<file path="config.mk">
export PLATFORM = sky130hd
export DESIGN_NAME = fetch_queue
export DESIGN_NICKNAME = d
export VERILOG_FILES = /design/src/rtl/fetch_queue.sv
export SDC_FILE = /design/constraint.sdc
export NUM_CORES = 1
export LEC_CHECK = 0
export ABC_AREA = 0
export CAP_MARGIN = 20
export CORE_ASPECT_RATIO = 2
export CORE_UTILIZATION = 50
export CTS_CLUSTER_SIZE = 28
export DETAILED_ROUTE_END_ITERATION = 8
export PLACE_DENSITY = 0.84
export RECOVER_POWER = 25
export SKIP_CTS_REPAIR_TIMING = 1
export SLEW_MARGIN = 20
export SYNTH_ARGS = -nofsm -noshare
export SYNTH_HDL_FRONTEND = slang
export SYNTH_SLANG_ARGS = --single-unit
</file>
<file path="constraint.sdc">
create_clock -name clk -period 3.3 [get_ports clk]
set_input_delay 0.66 -clock clk [delete_from_list [all_inputs] [get_ports clk]]
set_output_delay 0.66 -clock clk [all_outputs]
set_load 0.02 [all_outputs]
</file>
<file path="src/rtl/fetch_queue.sv">
// Instruction fetch queue: a single-outstanding fetch FSM feeding a DEPTH-entry FIFO towards decode.
// Define FETCH_QUEUE_BYPASS_EN to forward returning data straight to decode when the FIFO is empty.
module fetch_queue #(
  parameter int          DEPTH    = 4,
  parameter logic [31:0] RESET_PC = 32'h0000_0000
) (
  input  logic                     clk,
  input  logic                     startin,
  output logic                     imem_req,
  output logic [31:0]              imem_addr,
  input  logic                     imem_ack,
  input  logic [31:0]              imem_rdata,
  input  logic                     redirect,
  input  logic [31:0]              redirect_pc,
  input  logic                     id_ready,
  output logic                     id_valid,
  output logic [31:0]              id_instr,
  output logic [31:0]              id_pc_plus_4,
  output logic [$clog2(DEPTH):0]   occupancy
);

  localparam int              PW   = $clog2(DEPTH);
  localparam int              CW   = PW + 1;
  localparam logic [CW-1:0]   FULL = CW'(DEPTH);

  typedef enum logic [1:0] {
    IDLE = 2'd0,
    REQ  = 2'd1,
    DROP = 2'd2
  } state_e;

  state_e        state_q, state_d;
  logic [31:0]   fetch_pc_q, fetch_pc_d;
  logic [PW-1:0] rd_ptr_q, rd_ptr_d;
  logic [PW-1:0] wr_ptr_q, wr_ptr_d;
  logic [CW-1:0] count_q, count_d;
  logic [31:0]   instr_q [DEPTH];
  logic [31:0]   pc4_q   [DEPTH];

  logic          ack_take_s;
  logic          bypass_s;
  logic          push_s;
  logic          pop_s;
  logic [31:0]   pc_plus_4_s;
  logic [31:0]   redirect_target_s;

  assign pc_plus_4_s       = fetch_pc_q + 32'd4;
  assign redirect_target_s = redirect_pc & 32'hFFFF_FFFC;
  assign ack_take_s        = (state_q == REQ) && imem_ack && !redirect;

`ifdef FETCH_QUEUE_BYPASS_EN
  // Data returning into an empty queue is presented to decode in the same cycle.
  assign bypass_s = ack_take_s && (count_q == {CW{1'b0}});
`else
  assign bypass_s = 1'b0;
`endif

  assign push_s = ack_take_s && !(bypass_s && id_ready);
  assign pop_s  = (count_q != {CW{1'b0}}) && id_ready && !redirect;

  always_comb begin
    rd_ptr_d = rd_ptr_q;
    wr_ptr_d = wr_ptr_q;
    count_d  = count_q;
    if (redirect) begin
      rd_ptr_d = {PW{1'b0}};
      wr_ptr_d = {PW{1'b0}};
      count_d  = {CW{1'b0}};
    end else begin
      if (push_s) begin
        wr_ptr_d = wr_ptr_q + PW'(1);
      end else begin
        wr_ptr_d = wr_ptr_q;
      end
      if (pop_s) begin
        rd_ptr_d = rd_ptr_q + PW'(1);
      end else begin
        rd_ptr_d = rd_ptr_q;
      end
      case ({push_s, pop_s})
        2'b10:   count_d = count_q + CW'(1);
        2'b01:   count_d = count_q - CW'(1);
        default: count_d = count_q;
      endcase
    end
  end

  // Next state; count_d is the post-update occupancy that decides whether another slot can be reserved.
  always_comb begin
    state_d    = state_q;
    fetch_pc_d = fetch_pc_q;
    case (state_q)
      IDLE: begin
        if (redirect) begin
          fetch_pc_d = redirect_target_s;
        end else if (count_q < FULL) begin
          state_d = REQ;
        end else begin
          state_d = IDLE;
        end
      end
      REQ: begin
        if (redirect) begin
          fetch_pc_d = redirect_target_s;
          state_d    = imem_ack ? IDLE : DROP;
        end else if (imem_ack) begin
          fetch_pc_d = pc_plus_4_s;
          state_d    = (count_d < FULL) ? REQ : IDLE;
        end else begin
          state_d = REQ;
        end
      end
      DROP: begin
        if (redirect) begin
          fetch_pc_d = redirect_target_s;
        end else begin
          fetch_pc_d = fetch_pc_q;
        end
        if (imem_ack) begin
          state_d = IDLE;
        end else begin
          state_d = DROP;
        end
      end
      default: begin
        state_d = IDLE;
      end
    endcase
  end

  always_ff @(posedge clk) begin
    if (startin) begin
      state_q    <= IDLE;
      fetch_pc_q <= RESET_PC;
      rd_ptr_q   <= {PW{1'b0}};
      wr_ptr_q   <= {PW{1'b0}};
      count_q    <= {CW{1'b0}};
    end else begin
      state_q    <= state_d;
      fetch_pc_q <= fetch_pc_d;
      rd_ptr_q   <= rd_ptr_d;
      wr_ptr_q   <= wr_ptr_d;
      count_q    <= count_d;
    end
  end

  always_ff @(posedge clk) begin
    if (push_s && !startin) begin
      instr_q[wr_ptr_q] <= imem_rdata;
      pc4_q[wr_ptr_q]   <= pc_plus_4_s;
    end
  end

  always_comb begin
    imem_req  = 1'b0;
    imem_addr = 32'h0000_0000;
    if (!startin && (state_q == REQ)) begin
      imem_req  = 1'b1;
      imem_addr = fetch_pc_q;
    end else begin
      imem_req  = 1'b0;
    end
  end

  // Decode-side view is forced to zero while reset is asserted.
  always_comb begin
    id_valid     = 1'b0;
    id_instr     = 32'h0000_0000;
    id_pc_plus_4 = 32'h0000_0000;
    occupancy    = {CW{1'b0}};
    if (startin) begin
      id_valid = 1'b0;
    end else begin
      occupancy = count_q;
      if (count_q != {CW{1'b0}}) begin
        id_valid     = 1'b1;
        id_instr     = instr_q[rd_ptr_q];
        id_pc_plus_4 = pc4_q[rd_ptr_q];
      end else if (bypass_s) begin
        id_valid     = 1'b1;
        id_instr     = imem_rdata;
        id_pc_plus_4 = pc_plus_4_s;
      end else begin
        id_valid = 1'b0;
      end
    end
  end

endmodule

</file>
* Word-level counts from Yosys, hierarchy flattened
Memories as Yosys holds them, arrays and structs flattened. A register that Yosys moved wholly into a read port is not among the register bits.
Cells that the tools add are included.
** Cells by class
- $add $sub $neg :: 5
- Magnitude comparators :: 2
- Equal/unequal tests :: 7
- Mux-type cells :: 28
- Reduce and logical (&&, ||, !) cells :: 14
** Operators by type and width (count)
- 32-bit 2-to-1 mux :: 8
- 32-bit one-hot mux with 2 select lines :: 1
- 32-bit by 3-bit adder with 32-bit output, second input constant :: 1
- 2-bit 2-to-1 mux :: 7
- 1-bit 2-to-1 mux :: 8
- 1-bit logical AND :: 6
- 3-bit < comparator, second input constant :: 2
- 3-bit 2-to-1 mux :: 2
- 2-bit one-hot mux with 3 select lines :: 1
- 3-bit one-hot mux with 2 select lines :: 1
- 2-bit by 1-bit adder with 2-bit output, second input constant :: 2
- 2-bit by 1-bit equality test with 1-bit output, second input constant :: 2
- 2-bit equality test, second input constant :: 2
- 2-bit OR reduction :: 2
- 3-bit by 1-bit adder with 3-bit output, second input constant :: 1
- 3-bit != test, second input constant :: 1
- 3-bit AND reduction :: 1
- 3-bit nonzero test :: 1
- 3-bit by 1-bit subtractor with 3-bit output, second input constant :: 1
- 1-bit zero test :: 2
- 2-bit zero test :: 1
- 2-bit by 1-bit != test with 1-bit output, second input constant :: 1
- 2-bit != test, second input constant :: 1
- 2-bit nonzero test :: 1
** Word-level totals
- Register bits after elaboration :: 41
- Memory bits (writable) :: 256
- Input port bits :: 69
- Output and inout bits :: 101
- Word-level logic and storage cells :: 63
- Memories kept :: 2
** Memories
- instr_q :: words 4, bits a word 32, read ports 1, clocked after Yosys merged registers in 1, write ports 1, line 37 : logic [31:0] instr_q [DEPTH];
- pc4_q :: words 4, bits a word 32, read ports 1, clocked after Yosys merged registers in 1, write ports 1, line 38 : logic [31:0] pc4_q [DEPTH];

* Longest topological paths before layout
Gate-level depths: netlist (run 1).
- Depth in word-level cells :: 11
- Mapped depth :: 11
- Gate-level depth less buffers :: 9

* Least setup slack after synthesis (run 1)
No wires, ideal clock.
- Path kind :: input to register
- From :: input redirect
- To :: memory instr_q[0][0], enable pin
- Setup time :: 0.427 ns
- Arrival :: 3.048 ns
- Data required time :: 2.873 ns
- Path slack :: -0.174 ns
- Stages :: 5
- Buffers on the path :: 1
- Cell sequence :: nand3b_1 -> or2_2 -> clkbuf_1 -> nor2_1 -> and2_1
** On the way
- Cells in the longest elaborated chain, start to end :: 5
** Ends and longest elaborated chain
- from (decl) :: line 13 : input logic redirect,
- 1-bit zero test :: line 49 : assign ack_take_s = (state_q == REQ) && imem_ack && !redirect;
- 1-bit logical AND :: line 49
- 1-bit logical AND :: line 148 : if (push_s && !startin) begin
- 1-bit 2-to-1 mux :: line 148
- 1-bit 2-to-1 mux (implied by the code) :: line 149 : instr_q[wr_ptr_q] <= imem_rdata;
- to (decl) :: line 37
Every way passes these cells.

==> results of run 1 <==
==> sequential cells by signal, indices dropped and copies added, names as in the netlist, named ones only <==
register and count:
count_q 3, fetch_pc_q 30, instr_q 128, pc4_q 120, rd_ptr_q 2, state_q 2, wr_ptr_q 2
==> final timing paths <==
kind	end	startpoint	cells past startpoint	slack (ns)
hold reg to reg	rd_ptr_q[0]	rd_ptr_q[0]	2	0.55
hold / removal	rd_ptr_q[0]	rd_ptr_q[0]	2	0.55
setup reg to reg	state_q[0]	state_q[0]	9	0.72
setup / recovery	id_pc_plus_4[5]	flop	4	0.08
==> cell usage in the layout (no fill, tap or decap), types with 9 or more instances in the layout <==
master / netlist / routed
o21ai_0: 18 / 18
clkdlybuf4s50_1: 0 / 117
buf_4: 4 / 31
edfxtp_1: 248 / 248
nor2_1: 46 / 45
clkbuf_16: 0 / 25
and2_1: 95 / 91
xnor2_1: 21 / 21
mux4_2: 62 / 62
dlygate4sd3_1: 0 / 32
a21oi_1: 13 / 13
a2bb2oi_1: 9 / 9
nand4_1: 9 / 9
nand2_1: 33 / 33
nand3_1: 12 / 12
dfxtp_1: 41 / 39
xor2_1: 13 / 13
==> per-layer routing <==
metal  routed length, um  up-vias
met2               15000      213
met5                   0        -
met3                 809       55
li1                    -     3407
met4                 938        0
met1                9460     3705
==> cells by family after synthesis <==
kind of cell,Yosys count,share of synthesized area
AO/OA/AOI/OAI,93,0.0529
flip-flops,289,0.663
multiplexers,74,0.122
AND/OR/NAND/NOR,241,0.108
XOR/XNOR,34,0.0239
buffers and inverters,67,0.0230
other,1,0.000301
adder cells (fa/ha/maj),7,0.00762
==> metrics by stage <==
stage | std cells | setup slack [ns]
finish | 1316 | 0.0762
global route | 1316 | 0.000895
CTS | 1314 | -0.00696
detailed placement | 1270 | 0.147
global placement | 1270 | 0.226
floorplan | 809 | 0.439
==> layout make-up <==
type | count | share of cell area
well taps | 332 | 0.0271
inverters | 7 | 0.00171
clock inverters | 14 | 0.00694
multi-input cells | 453 | 0.258
diodes | 2 | 0.000326
repair buffers | 189 | 0.123
flip-flops and latches | 289 | 0.540
clock buffers | 30 | 0.0433
==> power groups by stage <==
stage	Clock, uW	Sequential [uW]	Combinational (uW)
floorplan	0	4110	215
CTS	2790	4060	366
global route	2920	4060	388
finish	2740	4060	359
detailed placement	0	4140	364
global placement	0	4130	350
==> tightest hold or removal path, cell delays in order (launching register included) <==
cell     delay, ns
dfxtp_1       0.34
xnor2_1       0.09
nor2_1        0.08
==> results.json, run 1 <==
{
  "status": "complete, no violations",
  "arrival_ns": 2.56,
  "register_area_um2": 8270,
  "crit_buf_inv": 2,
  "die_h_um": 225,
  "hp-class": "reg2reg",
  "fillerInstances": 1879,
  "yosys-top-cells-area": "edfxtp_1, mux4_2, dfxtp_1",
  "ys_types": 60,
  "max-slew-margin-rel": 0.602,
  "io_pins": 170,
  "rsz0062_at_grt": "false",
  "cts.path.max_buffers": 3,
  "final_area_um2": 15300,
  "p_total_uw": 7150,
  "maxCapViolCount": 0,
  "power.share.clock": 0.383,
  "rows": 81,
  "place_hpwl_mm": 17.2,
  "critPathMaxStageDelay_ns": 0.60,
  "slew_viol_final": 0,
  "coreArea_um2": 24500,
  "clk_latency_ns": 0.53,
  "layout-drive-gt1-share": 0.165,
  "startpoint_type": "flop",
  "htree_levels": 1,
  "leakagePower_uw": 0.00506,
  "ys_seq_area_frac": 0.663,
  "drt-pass1-iter-count": 5,
  "synthCells": 806,
  "cp_max_fo": 40,
  "finalCriticalPeriod_ns": 3.22,
  "synth_top_flop_cell": "edfxtp_1",
  "timing.fmax_mhz": 310,
  "antenna_found_initial": 2,
  "place_area_um2": 14500,
  "grt_max_degree": 63,
  "multiInputGateArea_um2": 3950,
  "clock_sinks": 289,
  "vdd_ir_drop_max_mv": 0.323,
  "overflow": 0,
  "slowest_stage": "mux4_2",
  "start_util": 0.509,
  "grt_pass1_vias": 7680,
  "drc": 0,
  "die_w_um": 114,
  "finalHoldViolations": 0,
  "holdWs_ns": 0.548,
  "path_delay_family": "buffers and inverters",
  "synth_common_cells": "edfxtp_1, and2_1, mux4_2",
  "p_int_uw": 5640,
  "setup_viol": 0,
  "drt_iter0_markers": 494,
  "syn_area_um2": 12500,
  "port_buffers": 163,
  "power_frac_comb": 0.050,
  "syn_area_per_cell_um2": 15.5,
  "antenna_left": 0,
  "root_buffer": "clkbuf_16",
  "grt_util_met1": 0.225,
  "synth.most_common_cell": "edfxtp_1",
  "grt_use_total": 0.210,
  "crit_chain": "buf_16 > mux4_2 > and2_1 > clkdlybuf4s50_1",
  "post_drt_wl_per_cell_um": 19.9,
  "fin_crit_sh": 0.977,
  "seqPwrFrac": 0.567,
  "grt_use_met3": 0.0180,
  "dr_total_vias": 7380,
  "synth_top_area_frac": 0.597,
  "swShare": 0.212,
  "grt_pass1_wl_mm": 40.7,
  "synth_edf_count": 248,
  "ys_async_sr_fraction": 0,
  "grt_util_met2": 0.407,
  "skew_ns": 0.0199,
  "path_clk_slew_ns": 0.06,
  "finalWirelength_mm": 26.2,
  "yosysWarnings": 0,
  "worst-slew-pin-transition_ns": 0.596,
  "cts_tree": "done",
  "cp-end-kind": "primary output",
  "routabilityCongestion": 0.879,
  "utilization": 0.625,
  "p_per_area_nw_per_um2": 467,
  "p_sw_uw": 1520,
  "path_class": "reg2out",
  "area_growth_syn_to_layout_pct": 22.9,
  "synth.ff_latch_count": 289,
  "dieArea_um2": 25600,
  "routed_via_density": 5.61,
  "yosysTopAreaCell": "edfxtp_1",
  "setup_tns_ns": 0,
  "crit_required_ns": 2.64,
  "cts_buffers": 24,
  "grt.busiest_layer": "met2",
  "final_nets": 1040
}
Power figures use the tool's default switching activity.
==> run 2, diff against run 1 <==
TNS_END_PERCENT = 5   (was not set)
==> results.json, run 2 (synthesized netlist as in run 1, its figures left out) <==
{
  "status": "complete, no violations",
  "register_area_um2": 8270,
  "reg_top3": "instr_q: 128 flops, pc4_q: 120 flops, fetch_pc_q: 30 flops",
  "post-place-ws_ns": 0.163,
  "setup_viol": 0,
  "multiInputGateArea_um2": 3950,
  "coreArea_um2": 24500,
  "vdd_ir_drop_max_mv": 0.313,
  "drt-pass1-iter-count": 6,
  "path_class": "reg2out",
  "top_register": "instr_q",
  "finalWirelength_mm": 26.1,
  "io_pins": 170,
  "final_cell_mix": "edfxtp_1, clkdlybuf4s50_1, and2_1",
  "p_sw_uw": 1490,
  "cts_tree": "done",
  "antenna_found_initial": 1,
  "drc": 0,
  "top_layer_used": "met4",
  "crit_required_ns": 2.64,
  "cts.path.max_buffers": 3,
  "seqPwrFrac": 0.556,
  "fillerInstances": 1841,
  "layout-drive-gt1-share": 0.175,
  "grt_pass1_wl_mm": 40.2,
  "worstHoldStart": "rd_ptr_q[1]",
  "cp_max_fo": 20,
  "max-slew-margin-rel": 0.543,
  "path_clk_slew_ns": 0.06,
  "power.share.clock": 0.395,
  "leakagePower_uw": 0.00514,
  "fin_crit_sh": 0.957,
  "dp.cells": 1273,
  "hp-class": "reg2reg",
  "dieArea_um2": 25600,
  "grt_max_degree": 63,
  "swShare": 0.204,
  "routabilityCongestion": 0.828,
  "r2r_start": "state_q[0]",
  "finalCriticalPeriod_ns": 3.16,
  "drt_iter0_markers": 444,
  "start_util": 0.509,
  "timing.fmax_mhz": 317,
  "critPathMaxStageDelay_ns": 0.54,
  "post_drt_wl_per_cell_um": 19.7,
  "place_hpwl_mm": 17.4,
  "dr_total_vias": 7438,
  "worst-slew-pin-transition_ns": 0.686,
  "layout.cells.non_filler": 1327,
  "setup_ws_ns": 0.143,
  "rr_endpoint": "state_q[0]",
  "port_buffers": 163,
  "grt_pass1_vias": 7612,
  "rsz0062_at_grt": "false",
  "clk_latency_ns": 0.52,
  "wl_met3_mm": 1.09,
  "maxCapViolCount": 0,
  "largest_register_ffs": 128,
  "slowest_stage": "mux4_2",
  "p_per_area_nw_per_um2": 472,
  "ff2ff_setup_slack_ns": 0.75,
  "slew_viol_final": 0,
  "skew_ns": 0.0146,
  "finalHoldViolations": 0,
  "power_frac_comb": 0.049,
  "routed_via_density": 5.61,
  "arrival_ns": 2.50,
  "whs_path_depth": 2,
  "cts_buffers": 25,
  "drt-met1-wl_mm": 9.49,
  "p_int_uw": 5810,
  "cp-end-kind": "primary output",
  "clock_sinks": 289,
  "root_buffer": "clkbuf_16",
  "crit_chain": "buf_12 > mux4_2 > and2_1 > clkdlybuf4s50_1",
  "htree_levels": 1,
  "rows": 81,
  "die_h_um": 225,
  "ff2ff_path_depth": 9,
  "final_common_cell": "edfxtp_1",
  "area_growth_syn_to_layout_pct": 23.8,
  "final_nets": 1052,
  "antenna_left": 0,
  "met2_length_mm": 14.7,
  "overflow": 0,
  "grt_use_total": 0.208,
  "startpoint_type": "flop",
  "die_w_um": 114
}
-- run 2: cell count changes in the layout (fill, tap and decap cells not counted), moves of 2 or more --
cell             change
bufinv_16            +2
clkbuf_1             +2
buf_12               +3
clkdlybuf4s50_1      -2
buf_4               +12
clkinv_4             -6
clkinv_2             +3
-- run 2: through the flow --
step / instance area, um2 / utilization / TNS [ns] / power [uW] / hold slack (ns)
final: 15500 / 0.630 / 0 / 7290 / 0.537
after global routing: 15500 / 0.630 / 0 / 7530 / 0.581
after global placement: 14600 / 0.595 / 0 / 4480 / 0.501
after detailed placement: 14600 / 0.595 / 0 / 4500 / 0.522
after CTS: 15400 / 0.628 / -0.0154 / 7360 / 0.539
after floorplan: 12500 / - / -32.39 / 4320 / 0.485
-- run 2: worst max-delay path by stage --
stage	start	end	slack [ns]	cells past startpoint
2_1_floorplan	redirect	instr_q[1][0]	-0.17	5
3_3_place_gp	redirect	state_q[0]	0.20	10
5_1_grt	flop	id_instr[2]	0.04	4
3_5_place_dp	redirect	state_q[0]	0.16	10
6_report	flop	id_instr[2]	0.14	4
4_1_cts	flop	id_instr[2]	-0.02	4
-- run 2: layout make-up --
class                      instances  area share
tap                              332      0.0269
antenna                            1    0.000162
clock buffer                      32      0.0442
inverter                           7     0.00170
clock inverter                    13     0.00810
multi-input combinational        453       0.255
sequential                       289       0.535
timing repair buffer             200       0.128
-- run 2: worst max-delay path: cells and delay by family, from the launching register on --
family,cells,cell delay [ns]
buf+inv,2,0.77
mux,1,0.54
simple gates,1,0.18
flops,1,0.46
-- run 2: routing by layer --
metal  vias to the layer above  global-route usage
li1                       3430                   -
met1                      3702               0.223
met2                       256               0.402
met3                        50              0.0223
met4                         0              0.0896
met5                         -                   0
-- run 2: power groups by stage --
stage	registers, uW	logic (uW)	clock network, uW
3_5_place_dp	4140	361	0
4_1_cts	4060	364	2940
5_1_grt	4060	386	3080
6_report	4060	358	2880
3_3_place_gp	4130	348	0
2_1_floorplan	4110	215	0
==> run 3, diff against run 2 <==
ABC_CLOCK_PERIOD_IN_PS = 3300   (was not set)
==> results of run 3 <==
Final layout, timing and power as in run 2 (identical DEF).
==> variant 1 (config.mk and constraints of run 2) <==
Change the parameter `DEPTH` from 4 to 8.
--- a/src/rtl/fetch_queue.sv
+++ b/src/rtl/fetch_queue.sv
@@ -1,7 +1,7 @@
 // Instruction fetch queue: a single-outstanding fetch FSM feeding a DEPTH-entry FIFO towards decode.
 // Define FETCH_QUEUE_BYPASS_EN to forward returning data straight to decode when the FIFO is empty.
 module fetch_queue #(
-  parameter int          DEPTH    = 4,
+  parameter int          DEPTH    = 8,
   parameter logic [31:0] RESET_PC = 32'h0000_0000
 ) (
   input  logic                     clk,
Interface: changed (resized occupancy); port bits go from 170 to 171. The function was not compared with the original's and may differ.
==> variant 1 against run 2 <==
  * Synthesized area increased by 77%
  * Sequential cell count increased by 252
  * Setup slack got worse by 220 ps
  * Largest power group unchanged
  * Highest routed layer unchanged
  * Wire length increased by 86%
  * The flow now finishes with violations (negative setup slack)
  * Design area increased by 73%
  * Largest cell class unchanged
  * Sequential power increased by 87%
  * Power increased by 82%
==> variant 1: results (changes against run 2) <==
Distinct cells, synth=59 (-1.7%); HPWL Detailed=29590 um (+70%); DR vias=11927 (+60%); Pre-antenna DRT Iters=5 (-1); static leakage=9.130 nW (+77%); commonest cells in the synthesized netlist=496 x edfxtp_1, 124 x mux4_2, 105 x nor2_1, 67 x mux2i_1, 56 x clkbuf_1; worst slack, placed=25.62 ps (-137.8 ps); Final setup viols=8 (+8); nets@finish=1505 (+43%); top cells by area, synth=edfxtp_1 68%, mux4_2 13%, dfxtp_1 4.1%, mux2i_1 3.0%, nor2_1 1.8%; drt wl/cell=24.02 um (+22%); Crit Path Max Fanout=24 (+20%); placer congestion estimate=0.9095 (+9.9%); first-pass GRT wire length=73010 um (+81%); final setup margin=-76.97 ps (-220.2 ps); Tot GR Track Use=21.99% (+1.2 points); Inst Count DP=1925 (+51%); WP data arrival=2720 ps (+220 ps); failing checks=negative setup slack; Longest Clk Path Bufs=3 (unchanged); largest net degree at the start of global routing=51 (-19%); placed cell area=24960 um^2 (+71%); initial antenna violation count=3 (+2); CP peak stage delay=570 ps (+30 ps); EDFF count, synth=496 (+100%); Mapped Cells=1229 (+52%); H-tree level count=2 (+1); reg-to-reg startpoint=fetch_pc_q[6]; outcome=finished, violations left; CTS Root Cell=clkbuf_16; Buffers on Ports=164 (+0.61%); worst-skew pair later-pin latency=550 ps (+30 ps); Iter 0 DRT Violations=739 (+66%); Worst-Margin Slew=1100 ps (+414.4 ps); Yosys Warn Count=0 (unchanged); Setup CP Type=reg -> out; clock skew=10.06 ps (-4.547 ps); Num CTS Buffers=45 (+80%); share of cells above drive strength 1=20.12% (+2.6 points); vias per cell=5.910 (+5.4%); Peak VDD IR=0.4325 mV (+38%); type of the worst min-delay path=reg -> reg; biggest regs=instr_q x256, pc4_q x240, fetch_pc_q x30; final setup TNS=-304.1 ps (-304.1 ps); Seq/Total Area, Yosys=71.71% (+5.4 points); slowest CP cell=mux4_2; min-delay src=rd_ptr_q[2]
[variant 1: cell type report]
class | instances | area (um^2)
diodes | 2 | 5.005
clock buffers | 58 | 1247
clock inverters | 25 | 214.0
fillers | 2995 | 16640
inverters | 11 | 41.29
multi-input cells | 597 | 6025
flip-flops and latches | 541 | 15810
well taps | 550 | 688.2
repair buffers | 234 | 2713
[variant 1: logic make-up after synthesis]
kind of cell               count (synthesis)  share of synthesized area, %
AOI/OAI and AO/OA                         92                         2.874
xor gates and xnor gates                  36                         1.431
adders and majority gates                  6                        0.3749
buffers and inverters                     94                         1.732
DFF                                      541                         71.71
muxes                                    192                         15.77
other                                      1                       0.01702
and+or+nand+nor                          267                         6.089
[variant 1: report_power, final]
group	switching, mW	internal (mW)	leakage, nW
Clock	2.34	2.92	0.711
Sequential	0.0557	7.52	4.85
Combinational	0.249	0.180	3.57
[variant 1: worst max-delay path, delay by kind of cell, from the launching register on]
kind	cells	cell delay (ps)
muxes	2	820
and+or+nand+nor	1	70
buffers and inverters	3	900
DFF	1	360
[variant 1: final timing paths]
| check | slack (ps) | endpoint | depth (start not counted) |
|---|---|---|---|
| worst min-delay path | 520 | rd_ptr_q[2] | 2 |
| worst max-delay path | -80 | id_pc_plus_4[3] | 6 |
| worst max register to register | 420 | pc4_q[6][30] | 5 |
| worst min register to register | 520 | rd_ptr_q[2] | 2 |
[variant 1: layer usage]
layer / global-route usage (%) / share of wire [%] / wire, um
met1: 25.82 / 37 / 17850
met2: 40.41 / 55 / 26630
met3: 2.550 / 5.1 / 2480
met4: 8.442 / 3.1 / 1500
met5: 0 / 0 / 0
==> variant 2 (config.mk and constraints of run 2) <==
Made on the original files. Add a define of `FETCH_QUEUE_BYPASS_EN`.
--- a/src/rtl/fetch_queue.sv
+++ b/src/rtl/fetch_queue.sv
@@ -1,5 +1,7 @@
 // Instruction fetch queue: a single-outstanding fetch FSM feeding a DEPTH-entry FIFO towards decode.
 // Define FETCH_QUEUE_BYPASS_EN to forward returning data straight to decode when the FIFO is empty.
+`define FETCH_QUEUE_BYPASS_EN
+
 module fetch_queue #(
   parameter int          DEPTH    = 4,
   parameter logic [31:0] RESET_PC = 32'h0000_0000
Behaviour: not the same (a bounded check fails within 4 cycles, from zero or initial values).
==> variant 2 against run 2 <==
  * The run now ends with negative setup slack left
  * Global-route usage rose by 5.0 points
  * Wire length rose by 37%
  * Setup slack got worse by 340 ps
  * Design area rose by 11%
  * First-iteration DRC count rose by 69%
  * Power rose by 3.2%
  * Synthesized area rose by 6.9%
  * Die area rose by 6.8%
  * Via count rose by 28%
  * Maximum frequency fell by 9.7%
  * Sequential share of layout area fell by 5.2 points
  * Sequential cell count did not move
  * Highest routed layer unchanged
==> variant 2: results (changes against run 2) <==
Inst Count DP=1493 (+17%); met3 WL=1897 um (+74%); WP data arrival=2830 ps (+330 ps); Pre-antenna DRT Iters=5 (-1); Util after Layout=65.09% (+2.1 points); Tot GR Track Use=25.81% (+5.0 points); failing checks=negative setup slack; share of cells above drive strength 1=20.84% (+3.3 points); fraction of area in registers=48.39% (-5.2 points); slowest CP cell=clkdlybuf4s50_1; non-clk buf share=16.07% (+3.3 points); placer congestion estimate=1.001 (+21%); Distinct cells, synth=63 (+5.0%); commonest cells in the synthesized netlist=248 x edfxtp_1, 70 x nor2_1, 62 x mux4_2, 59 x nand2_1, 58 x clkbuf_1; final setup TNS=-667.3 ps (-667.3 ps); nets@finish=1254 (+19%); placed cell area=16020 um^2 (+9.8%); Hold Fails Final Rpt=0 (unchanged); drt wl/cell=23.23 um (+18%); Worst-Margin Slew=1034 ps (+348.4 ps); Seq/Total Area, Yosys=61.97% (-4.3 points); clk cell area share=4.872% (-0.36 points); CP peak stage delay=610 ps (+70 ps); initial antenna violation count=0 (-1); HPWL Detailed=24050 um (+38%); n_diodes=0 (-1); Num CTS Buffers=24 (-4.0%); NetSw=1.608 mW (+8.1%); clock skew=10.26 ps (-4.345 ps); switching share of power=21.37% (+0.97 points); clock power share=39.9% (+0.4 points); type of the worst min-delay path=in -> reg; Inverters excl. clock=13 (+6); DR WL met2=18810 um (+28%); outcome=finished, violations left; Core Box Area=26280 um^2 (+7.1%); sequential power share=53.5% (-2.1 points); DR vias=9557 (+28%); Non-clk bufs=269 (+35%); met1 global-route usage=29.56% (+7.2 points); Iter 0 DRT Violations=751 (+69%); final setup margin=-194.0 ps (-337.3 ps); #MultiIn Comb=581 (+28%); M1 WL=12790 um (+35%); Final setup viols=7 (+7); num sequential=289 (unchanged); Multi-input gate area=4766 um^2 (+21%); final wirelength=35750 um (+37%); Peak VDD IR=0.3861 mV (+23%); met2 Usage GRT=46.56% (+6.4 points); static leakage=6.510 nW (+27%); first-pass GRT wire length=53620 um (+33%); clock buffers=28 (-13%); Crit Path Max Fanout=8 (-60%); filler instances=1906 (+3.5%); Mapped Avg Cell Area=13.73 um^2 (-11%); worst slack, placed=-424.3 ps (-587.7 ps); M3 GR Usage=1.985% (-0.25 points)
-- variant 2: changes by cell type after synthesis, sizes merged, moves of 12 or more --
cell	before	now
clkbuf	38	59
o211ai	3	22
nor4	6	18
a22oi	8	40
nor2	46	70
nand2	33	59
and2	96	40
-- variant 2: cells by family (layout without fill, tap and decap cells) --
family	after synthesis	after routing	synth area share, %
AND/OR/NAND/NOR	313	313	12.42
flip-flops	289	289	61.97
AO/OA/AOI/OAI	162	162	8.796
buffers and inverters	105	325	3.395
multiplexers	65	65	10.71
XOR/XNOR	30	30	1.969
adder cells (fa/ha/maj)	7	7	0.7127
other	1	4	0.02811
-- variant 2: path summary, 6_finish.rpt --
check,from,end,slack [ps],cells after the start
worst max-delay path,count_q[1],id_pc_plus_4[11],-190,6
worst min-delay path,startin,fetch_pc_q[17],500,3
worst max register to register,count_q[1],state_q[0],860,9
worst min register to register,rd_ptr_q[1],flip-flop,520,2
